===== config.mk =====
export PLATFORM = sky130hd
export DESIGN_NAME = audio_mux_mc
export DESIGN_NICKNAME = d
export VERILOG_FILES = /design/src/rtl/audio_mux_mc.sv
export SDC_FILE = /design/constraint.sdc
export NUM_CORES = 2
export LEC_CHECK = 0
export BUFFER_PORTS_ARGS = -buffer_cell sky130_fd_sc_hd__buf_2
export CELL_PAD_IN_SITES_DETAIL_PLACEMENT = 1
export CELL_PAD_IN_SITES_GLOBAL_PLACEMENT = 2
export CORE_MARGIN = 2
export CORE_UTILIZATION = 30
export CTS_CLUSTER_SIZE = 12
export DETAILED_ROUTE_END_ITERATION = 10
export PLACE_DENSITY = 0.51
export SKIP_LAST_GASP = 1
export SLEW_MARGIN = 30
export SYNTH_ARGS = -nofsm -noshare
export SYNTH_HDL_FRONTEND = slang
export SYNTH_SLANG_ARGS = --single-unit

===== constraint.sdc =====
create_clock -name clk -period 8.8 [get_ports clk]
set_clock_uncertainty 0.15 [all_clocks]
set_input_delay 0.44 -clock clk [delete_from_list [all_inputs] [get_ports clk]]
set_output_delay 0.44 -clock clk [all_outputs]
set_load 0.05 [all_outputs]

===== src/rtl/audio_mux_mc.sv =====
// ---------------------------------------------------------------------------
// audio_mux_mc
//   Multi-channel, FIFO-buffered audio register mux. Sits between the synth
//   voice engine and the CPU/JACK bridge: captures CHANNELS parallel samples
//   per synth frame into a frame-wide FIFO, exposes them through a 32-bit
//   register port, and paces the synth with trigger pulses, either
//   free-running from the I2S word clock or fill-to-level for JACK.
//
// Ports
//   clk, reset        system clock, synchronous active-high reset
//   address           register select (ADDR_WIDTH bits)
//   read / write      register strobes
//   datain            32-bit write data
//   dataout           registered read data, valid the cycle after read
//   sound_in          one frame, channel k at [k*AUD_BIT_DEPTH +: AUD_BIT_DEPTH]
//   sample_valid      one-cycle strobe, sound_in holds a complete frame
//   synth_idle        synth can accept a trigger
//   lrck              asynchronous I2S word clock
//   trig              frame trigger to the synth
//   i2s_enable        buffersize == 0 (free-running I2S pacing)
//   samplerate_is_48  samplerate register == 48000 (registered)
//   fifo_level        frames currently stored
//
// Register map
//   0 CTRL       W  bit0 jack_active, bit1 flush (self-clearing)
//   1 BUFSIZE    W  datain[FIFO_WIDTH:0], clamped to 2^FIFO_WIDTH
//   2 SAMPLERATE W  32 bits
//   3 STATUS     RW {overflow, underflow, full, empty, 0.., level};
//                   write 1 to bit31/bit30 clears that sticky flag
//   4+n CHn      R  head-frame sample n, left-justified; reading the last
//                   channel pops the frame
// ---------------------------------------------------------------------------
module audio_mux_mc #(
  parameter int CHANNELS      = 2,
  parameter int AUD_BIT_DEPTH = 24,
  parameter int FIFO_WIDTH    = 6,
  parameter int ADDR_WIDTH    = 4
) (
  input  logic                              clk,
  input  logic                              reset,
  input  logic [ADDR_WIDTH-1:0]             address,
  input  logic                              read,
  input  logic                              write,
  input  logic [31:0]                       datain,
  output logic [31:0]                       dataout,
  input  logic [CHANNELS*AUD_BIT_DEPTH-1:0] sound_in,
  input  logic                              sample_valid,
  input  logic                              synth_idle,
  input  logic                              lrck,
  output logic                              trig,
  output logic                              i2s_enable,
  output logic                              samplerate_is_48,
  output logic [FIFO_WIDTH:0]               fifo_level
);

  localparam int DEPTH   = 1 << FIFO_WIDTH;
  localparam int FRAME_W = CHANNELS * AUD_BIT_DEPTH;
  localparam int LVL_W   = FIFO_WIDTH + 1;

  localparam logic [LVL_W-1:0]      DEPTH_LVL   = LVL_W'(DEPTH);
  localparam logic [ADDR_WIDTH-1:0] ADDR_CTRL   = ADDR_WIDTH'(0);
  localparam logic [ADDR_WIDTH-1:0] ADDR_BUFSZ  = ADDR_WIDTH'(1);
  localparam logic [ADDR_WIDTH-1:0] ADDR_RATE   = ADDR_WIDTH'(2);
  localparam logic [ADDR_WIDTH-1:0] ADDR_STATUS = ADDR_WIDTH'(3);
  localparam logic [ADDR_WIDTH-1:0] ADDR_LAST   = ADDR_WIDTH'(4 + CHANNELS - 1);

  // -------------------------------------------------------------------------
  // State
  // -------------------------------------------------------------------------
  logic [FRAME_W-1:0]    mem_q [DEPTH];
  logic [FIFO_WIDTH-1:0] wr_ptr_q, wr_ptr_d;
  logic [FIFO_WIDTH-1:0] rd_ptr_q, rd_ptr_d;
  logic [LVL_W-1:0]      level_q, level_d;
  logic [LVL_W-1:0]      pending_q, pending_d;
  logic [LVL_W-1:0]      buffersize_q, buffersize_d;
  logic [31:0]           samplerate_q, samplerate_d;
  logic                  rate48_q, rate48_d;
  logic                  jack_active_q, jack_active_d;
  logic                  overflow_q, overflow_d;
  logic                  underflow_q, underflow_d;
  logic                  lrck_s1_q, lrck_s1_d;
  logic                  lrck_s2_q, lrck_s2_d;
  logic                  trig_q, trig_d;
  logic [31:0]           dataout_q, dataout_d;

  // -------------------------------------------------------------------------
  // Register decode
  // -------------------------------------------------------------------------
  logic wr_ctrl, wr_bufsz, wr_rate, wr_status, flush;

  assign wr_ctrl   = write && (address == ADDR_CTRL);
  assign wr_bufsz  = write && (address == ADDR_BUFSZ);
  assign wr_rate   = write && (address == ADDR_RATE);
  assign wr_status = write && (address == ADDR_STATUS);
  assign flush     = wr_ctrl && datain[1];

  // -------------------------------------------------------------------------
  // FIFO control
  // -------------------------------------------------------------------------
  logic fifo_empty, fifo_full, pop_req, push, pop, i2s_mode;

  assign fifo_empty = (level_q == '0);
  assign fifo_full  = (level_q == DEPTH_LVL);
  assign pop_req    = read && (address == ADDR_LAST);
  // Level is taken before this cycle's push, so a pop against an empty
  // FIFO is an underflow even when a push lands in the same cycle.
  assign push       = sample_valid && !fifo_full;
  assign pop        = pop_req && !fifo_empty;
  assign i2s_mode   = (buffersize_q == '0);

  always_comb begin
    wr_ptr_d = wr_ptr_q;
    rd_ptr_d = rd_ptr_q;
    level_d  = level_q;
    if (flush) begin
      wr_ptr_d = '0;
      rd_ptr_d = '0;
      level_d  = '0;
    end else begin
      if (push) wr_ptr_d = wr_ptr_q + 1'b1;
      if (pop)  rd_ptr_d = rd_ptr_q + 1'b1;
      case ({push, pop})
        2'b10:   level_d = level_q + 1'b1;
        2'b01:   level_d = level_q - 1'b1;
        default: level_d = level_q;
      endcase
    end
  end

  // Frame storage needs no reset: the pointers and level define validity.
  always_ff @(posedge clk) begin
    if (!reset && !flush && push) mem_q[wr_ptr_q] <= sound_in;
  end

  // -------------------------------------------------------------------------
  // Control registers and sticky flags
  // -------------------------------------------------------------------------
  always_comb begin
    jack_active_d = jack_active_q;
    buffersize_d  = buffersize_q;
    samplerate_d  = samplerate_q;
    overflow_d    = overflow_q;
    underflow_d   = underflow_q;

    if (wr_ctrl) jack_active_d = datain[0];
    if (wr_bufsz)
      buffersize_d = (datain[LVL_W-1:0] > DEPTH_LVL) ? DEPTH_LVL : datain[LVL_W-1:0];
    if (wr_rate) samplerate_d = datain;

    // A new event in the same cycle as the clearing write wins, so an
    // event is never lost.
    if (wr_status && datain[31]) overflow_d  = 1'b0;
    if (wr_status && datain[30]) underflow_d = 1'b0;
    if (sample_valid && fifo_full) overflow_d  = 1'b1;
    if (pop_req && fifo_empty)     underflow_d = 1'b1;
  end

  // Compare against the stored register so the flag lands two cycles after
  // the write and is cleanly registered.
  assign rate48_d = (samplerate_q == 32'd48000);

  // -------------------------------------------------------------------------
  // Trigger generation
  // -------------------------------------------------------------------------
  logic             jack_trig;
  logic [LVL_W:0]   outstanding;

  assign lrck_s1_d   = lrck;
  assign lrck_s2_d   = lrck_s1_q;
  assign jack_trig   = trig_q && !i2s_mode;
  // Frames stored plus frames already requested; one bit wider so the sum
  // cannot wrap.
  assign outstanding = {1'b0, level_q} + {1'b0, pending_q};

  always_comb begin
    if (i2s_mode)
      trig_d = lrck_s2_q;
    else
      // Requiring trig low the previous cycle limits the rate to one pulse
      // per two cycles and lets pending catch up before the next decision.
      trig_d = jack_active_q && synth_idle && !trig_q &&
               (outstanding < {1'b0, buffersize_q});
  end

  // Pending counts requests still unanswered. Leaving JACK mode (or a flush)
  // abandons them; a trig answered in its own cycle nets to zero.
  always_comb begin
    pending_d = pending_q;
    if (flush || !jack_active_q)
      pending_d = '0;
    else if (jack_trig && !sample_valid)
      pending_d = pending_q + 1'b1;
    else if (!jack_trig && sample_valid && (pending_q != '0))
      pending_d = pending_q - 1'b1;
  end

  // -------------------------------------------------------------------------
  // Read data
  // -------------------------------------------------------------------------
  logic [FRAME_W-1:0] head;
  logic [31:0]        chan_word;
  logic [31:0]        status_word;

  always_comb begin
    head      = mem_q[rd_ptr_q];
    chan_word = '0;
    for (int k = 0; k < CHANNELS; k++) begin
      if (address == ADDR_WIDTH'(4 + k))
        chan_word = 32'(head[k*AUD_BIT_DEPTH +: AUD_BIT_DEPTH]) << (32 - AUD_BIT_DEPTH);
    end

    status_word              = '0;
    status_word[31]          = overflow_q;
    status_word[30]          = underflow_q;
    status_word[29]          = fifo_full;
    status_word[28]          = fifo_empty;
    status_word[LVL_W-1:0]   = level_q;

    dataout_d = dataout_q;
    if (read) begin
      // chan_word is already zero for write-only and unmapped addresses.
      if (address == ADDR_STATUS) dataout_d = status_word;
      else if (fifo_empty)        dataout_d = '0;
      else                        dataout_d = chan_word;
    end
  end

  // -------------------------------------------------------------------------
  // State registers
  // -------------------------------------------------------------------------
  always_ff @(posedge clk) begin
    if (reset) begin
      wr_ptr_q      <= '0;
      rd_ptr_q      <= '0;
      level_q       <= '0;
      pending_q     <= '0;
      buffersize_q  <= '0;
      samplerate_q  <= '0;
      rate48_q      <= 1'b0;
      jack_active_q <= 1'b0;
      overflow_q    <= 1'b0;
      underflow_q   <= 1'b0;
      lrck_s1_q     <= 1'b0;
      lrck_s2_q     <= 1'b0;
      trig_q        <= 1'b0;
      dataout_q     <= '0;
    end else begin
      wr_ptr_q      <= wr_ptr_d;
      rd_ptr_q      <= rd_ptr_d;
      level_q       <= level_d;
      pending_q     <= pending_d;
      buffersize_q  <= buffersize_d;
      samplerate_q  <= samplerate_d;
      rate48_q      <= rate48_d;
      jack_active_q <= jack_active_d;
      overflow_q    <= overflow_d;
      underflow_q   <= underflow_d;
      lrck_s1_q     <= lrck_s1_d;
      lrck_s2_q     <= lrck_s2_d;
      trig_q        <= trig_d;
      dataout_q     <= dataout_d;
    end
  end

  assign dataout          = dataout_q;
  assign trig             = trig_q;
  assign i2s_enable       = i2s_mode;
  assign samplerate_is_48 = rate48_q;
  assign fifo_level       = level_q;

endmodule


# Yosys cells after proc, flatten, opt, wreduce, memory -nomap -nowiden
# Memories as Yosys holds them, arrays and structs flattened. A register that Yosys moved wholly into a read port is not among the register bits.
# Index checks and enable logic that the tools add are counted.
[word_totals] ff_bits=104 latchBits=0 ramBits=3072 romBits=0 inputBits=91 out_inout_bits=42 word_cells=91 mem_count=1
[memory_table] name="mem_q" depth=64 word_bits=48 rd=1 rd_clocked_by_memory_dff=1 write_ports=1 line_no="70" text="logic [FRAME_W-1:0] mem_q [DEPTH];"
[classes] n_addsub=7 multipliers=0 div=0 magnitude_cmp=2 eq_ne=9 n_shift=0 mux=17 bitwise=0 n_reduce_logical=41
[op_table] op="32-bit two-way mux" n=4
[op_table] op="32-bit by 16-bit == test with 1-bit output (second input constant)" n=1
[op_table] op="1-bit logical AND" n=21
[op_table] op="7-bit two-way mux" n=3
[op_table] op="7-bit by 1-bit adder with 7-bit output (second input constant)" n=2
[op_table] op="7-bit logical NOT" n=2
[op_table] op="7-bit one-hot mux with 2 select lines" n=1
[op_table] op="7-bit by 1-bit subtractor with 7-bit output (second input constant)" n=2
[op_table] op="6-bit by 1-bit adder with 6-bit output (second input constant)" n=2
[op_table] op="6-bit two-way mux" n=2
[op_table] op="1-bit logical NOT" n=9
[op_table] op="7-bit by 7-bit adder with 8-bit output" n=1
[op_table] op="4-bit by 2-bit == test with 1-bit output (second input constant)" n=2
[op_table] op="4-bit by 3-bit == test with 1-bit output (second input constant)" n=2
[op_table] op="8-bit by 7-bit < comparator with 1-bit output" n=1
[op_table] op="2-bit nonzero test" n=4
[op_table] op="7-bit == test (second input constant)" n=1
[op_table] op="7-bit > comparator (second input constant)" n=1
[op_table] op="1-bit two-way mux" n=7
[op_table] op="7-bit nonzero test" n=1
[op_table] op="4-bit by 1-bit == test with 1-bit output (second input constant)" n=1
[op_table] op="4-bit logical NOT" n=1
[op_table] op="2-bit OR reduction" n=2
[op_table] op="2-bit by 1-bit == test with 1-bit output (second input constant)" n=1
[op_table] op="other kinds (2)" n=2

# Depth between registers and ports, before layout
[depth] ltp_word=8 mapped_depth=15 depth_no_buf=14

# Worst setup path after synthesis
# Ideal clock, no wire load.
[synth_timing] path_type="flip-flop to flip-flop" startpoint="register level_q[1] (netlist: fifo_level[1])" endpoint="memory mem_q[1][0] (netlist name), enable pin" setup_ps=573 arrival_ps=6530 t_required_ps=8077 path_slack_ps=1548 stages_incl_launch_ff=9 n_path_buf=1 period_less_slack_ps=7252 path_cell_list="dfxtp_1 -> nor4_1 -> nand3_1 -> and2_1 -> clkbuf_1 -> inv_1 -> nor3_1 -> nand2_1 -> nor4_1"
[synth_between] elab_chain_cells=6
[synth_lines] element="start, declared" line_no="73" text="logic [LVL_W-1:0] level_q, level_d;"
[synth_lines] element="start signal, assigned" line_no="250" text="level_q <= level_d;"
[synth_lines] element="7-bit == test" line_no="103" text="assign fifo_full = (level_q == DEPTH_LVL);"
[synth_lines] element="1-bit logical NOT" line_no="107" text="assign push = sample_valid && !fifo_full;"
[synth_lines] element="1-bit logical AND" line_no="107"
[synth_lines] element="1-bit logical AND" line_no="132" text="if (!reset && !flush && push) mem_q[wr_ptr_q] <= sound_in;"
[synth_lines] element="1-bit two-way mux" line_no="132"
[synth_lines] element="1-bit two-way mux (not written as such)" line_no="132"
[synth_lines] element="end, declared" line_no="70"
# No other way between the ends.

==> results.json <==
{
  "placed_area_sq_um": 131000,
  "cts_root_buffer": "clkbuf_16",
  "ir_drop_uv": 144,
  "drtAntennaViolNets": 0,
  "synth-xor-area-share_pct": 0.157,
  "grt_max_degree": 98,
  "start_kind": "flop",
  "setup_viol": 0,
  "ctsLongestPathBuffers": 4,
  "period_share_pct": 52.5,
  "die_w_um": 643,
  "cts_max_level": 5,
  "synth_top_area_cell": "edfxtp_1",
  "dr.pass1.iters": 6,
  "synth_edf_count": 3072,
  "avgSynthCellArea_sq_um": 22.5,
  "wire_per_inst_um": 37.1,
  "critPathKind": "flop to flop",
  "p_leak_uw": 0.0429,
  "fillCellCount": 39129,
  "outcome": "finished, final reports clean",
  "synthTopCellsByArea": "edfxtp_1 (75%), mux4_2 (15%), dfxtp_1 (1.8%)",
  "die_y_um": 643,
  "syn_nets": 5581,
  "fin_setup_tns_ns": 0,
  "ys.flop_type": "edfxtp_1",
  "p_int_uw": 25200,
  "crit_fanout": 46,
  "timing_hold_violations_final": 0,
  "clock-sinks": 3181,
  "die-area_sq_um": 414000,
  "ys_ff_latch": 3181,
  "totalWireLength_um": 434000,
  "core_area_sq_um": 407000,
  "slew_headroom_pct": 27.0,
  "drive_gt1_share_pct": 29.2,
  "clkPwrFrac_pct": 45.7,
  "ys_top_cells_by_count": "edfxtp_1 (3,072), mux4_2 (830), mux2i_1 (160), nand2_1 (158), nor2_1 (150)",
  "drt_iter0_drc": 7916,
  "grt_pass1_wl_um": 585000,
  "fmax_mhz": 216,
  "p_seq_share_pct": 52.1,
  "gp_congestion": 0.802,
  "tritoncts": "done",
  "ys_types": 85,
  "netlist_instances": 5461,
  "hold_class": "input port to flop",
  "tightestPinTransition_ns": 1.10,
  "min_period_ns": 4.62,
  "grt_pass1_vias": 63705,
  "comb_power_share_pct": 2.1,
  "clk_pin_slew_ns": 0.06,
  "async_flop_share_pct": 0,
  "rsz0062_at_grt": "false",
  "synth.most_common_cell": "edfxtp_1",
  "numPortBuffers": 131,
  "yosysWarnings": 0,
  "power_density_nw_per_um2": 223,
  "overflow": 0,
  "netSwitchingPower_uw": 6740,
  "synth-simple-area-share_pct": 2.07,
  "cts_made_buffers": 356,
  "netlist_area_sq_um": 123000,
  "yosysSeqAreaShare_pct": 77.0,
  "critPathArrivalTime_ns": 5.24,
  "synth_compound_area_share_pct": 1.99,
  "clkLatencyLatePin_ns": 0.96,
  "vias": 62198,
  "nNetsFinal": 6106,
  "num_io_pins": 133,
  "dpl.hpwl_um": 258000,
  "fin_area_sq_um": 143000,
  "cp-end-kind": "flop",
  "row_count": 234,
  "grt_use_total_pct": 20.7,
  "drt-vias-per-instance": 5.31,
  "synth_top_family_by_area": "multiplexers",
  "synth.top_cell.area_share_pct": 75.2,
  "grt_antenna_before_repair": 54,
  "drc": 0,
  "synthAdderAreaFrac_pct": 0.314,
  "maxCapViolations": 0,
  "synthMuxAreaShare_pct": 16.9,
  "area_growth_pct": 16.9,
  "critPathRequiredTime_ns": 9.42,
  "initial_core_util_pct": 30.2,
  "switching_share_pct": 21.1,
  "drv_slew": 0
}
## kinds of logic after synthesis
kind of cell             Yosys count
other                              1
AND/OR/NAND/NOR                  527
multiplexers                    1017
XOR/XNOR                          22
flip-flops                      3181
adder cells (fa/ha/maj)           29
buffers and inverters            321
AO/OA/AOI/OAI                    363
## per-layer routing
metal	GRT usage (%)	vias to the layer above	routed length (um)
met2	33.6	2332	207000
met4	4.61	6	9970
li1	-	24274	-
met5	0	-	39
met3	3.22	471	27900
met1	29.3	35115	189000
## power groups by stage
| stage | combinational [uW] | sequential, uW | clock [uW] |
|---|---|---|---|
| 4_1_cts | 689 | 16600 | 14900 |
| 6_report | 680 | 16600 | 14600 |
| 2_1_floorplan | 183 | 17000 | 0 |
| 3_3_place_gp | 645 | 17000 | 0 |
| 3_5_place_dp | 665 | 17000 | 0 |
| 5_1_grt | 717 | 16600 | 15500 |
## cells in the final DEF (no fill, tap or decap), types with 26 or more instances in the layout
cell type      netlist  final
edfxtp_1          3072   3072
mux4_2             830    830
clkbuf_16            0    365
buf_4               66    225
nand2_1            158    158
mux2i_1            160    158
a21oi_1            114    114
buf_2               93    113
dfxtp_1            109    103
dlygate4sd3_1        0     91
nor2_1             150     85
clkbuf_1            76     73
a22oi_1             69     69
clkinv_2             0     69
clkinv_1             0     67
nor2_4               0     61
nand3_1             47     47
o21ai_0             37     36
ha_1                26     26
## sequential cells by signal (all words and copies together), names as in the netlist, 6 cells and up, named ones only
register / flops
rd_ptr_q: 6
fifo_level: 7
wr_ptr_q: 6
pending_q: 7
samplerate_q: 32
buffersize_q: 7
dataout: 31
mem_q: 3072
## timing repair
| item | CTS | global route |
|---|---|---|
| endpoints found under the hold margin | 376 | 77 |
| buffers inserted | 0 | 0 |
| resized for setup | 0 | 0 |
| hold buffers | 88 | 3 |
## path summary, 6_finish.rpt
check / start / end / cells after the start / slack (ns)
max: flop / dataout[27]$_SDFFE_PP0P_ / 7 / 4.18
min: sound_in[1] / mem_q[27][1]$_DFFE_PP_ / 2 / 0.03
max reg2reg: flop / dataout[27]$_SDFFE_PP0P_ / 7 / 4.18
min reg2reg: lrck_s1_q$_SDFF_PP0_ / lrck_s2_q$_SDFF_PP0_ / 1 / 0.31
## metrics by stage
step / total power, uW / setup WS (ns) / utilization (%) / hold slack, ns / std cells
after CTS: 32200 / 4.01 / 35.2 / 0.00255 / 11682
after global placement: 17600 / 3.90 / 32.1 / 0.286 / 10950
after floorplan: 17200 / 1.55 / - / 0.264 / 5461
after detailed placement: 17600 / 3.96 / 32.2 / 0.297 / 10961
final: 31900 / 4.18 / 35.2 / 0.0332 / 11705
after global routing: 32800 / 4.01 / 35.2 / 0.0232 / 11692
## worst max-delay path, cell delays in order (launching register included)
cell,delay (ns)
dfxtp_4,0.73
buf_4,0.79
buf_4,0.51
mux4_2,0.41
mux4_2,0.61
mux2i_1,0.75
o2111a_1,0.29
a211oi_1,0.05
## area by class of cell
| type | count | area (sq um) | area share (%) |
|---|---|---|---|
| antenna | 16 | 40.0 | 0.0279 |
| tap | 5428 | 6790 | 4.74 |
| sequential | 3181 | 94500 | 65.9 |
| timing repair buffer | 465 | 3910 | 2.73 |
| clock buffer | 448 | 9550 | 6.66 |
| multi-input combinational | 1959 | 26800 | 18.7 |
| clock inverter | 185 | 1660 | 1.16 |
| inverter | 23 | 91.3 | 0.0637 |
Note: power is estimated with default switching activity, not from simulation.
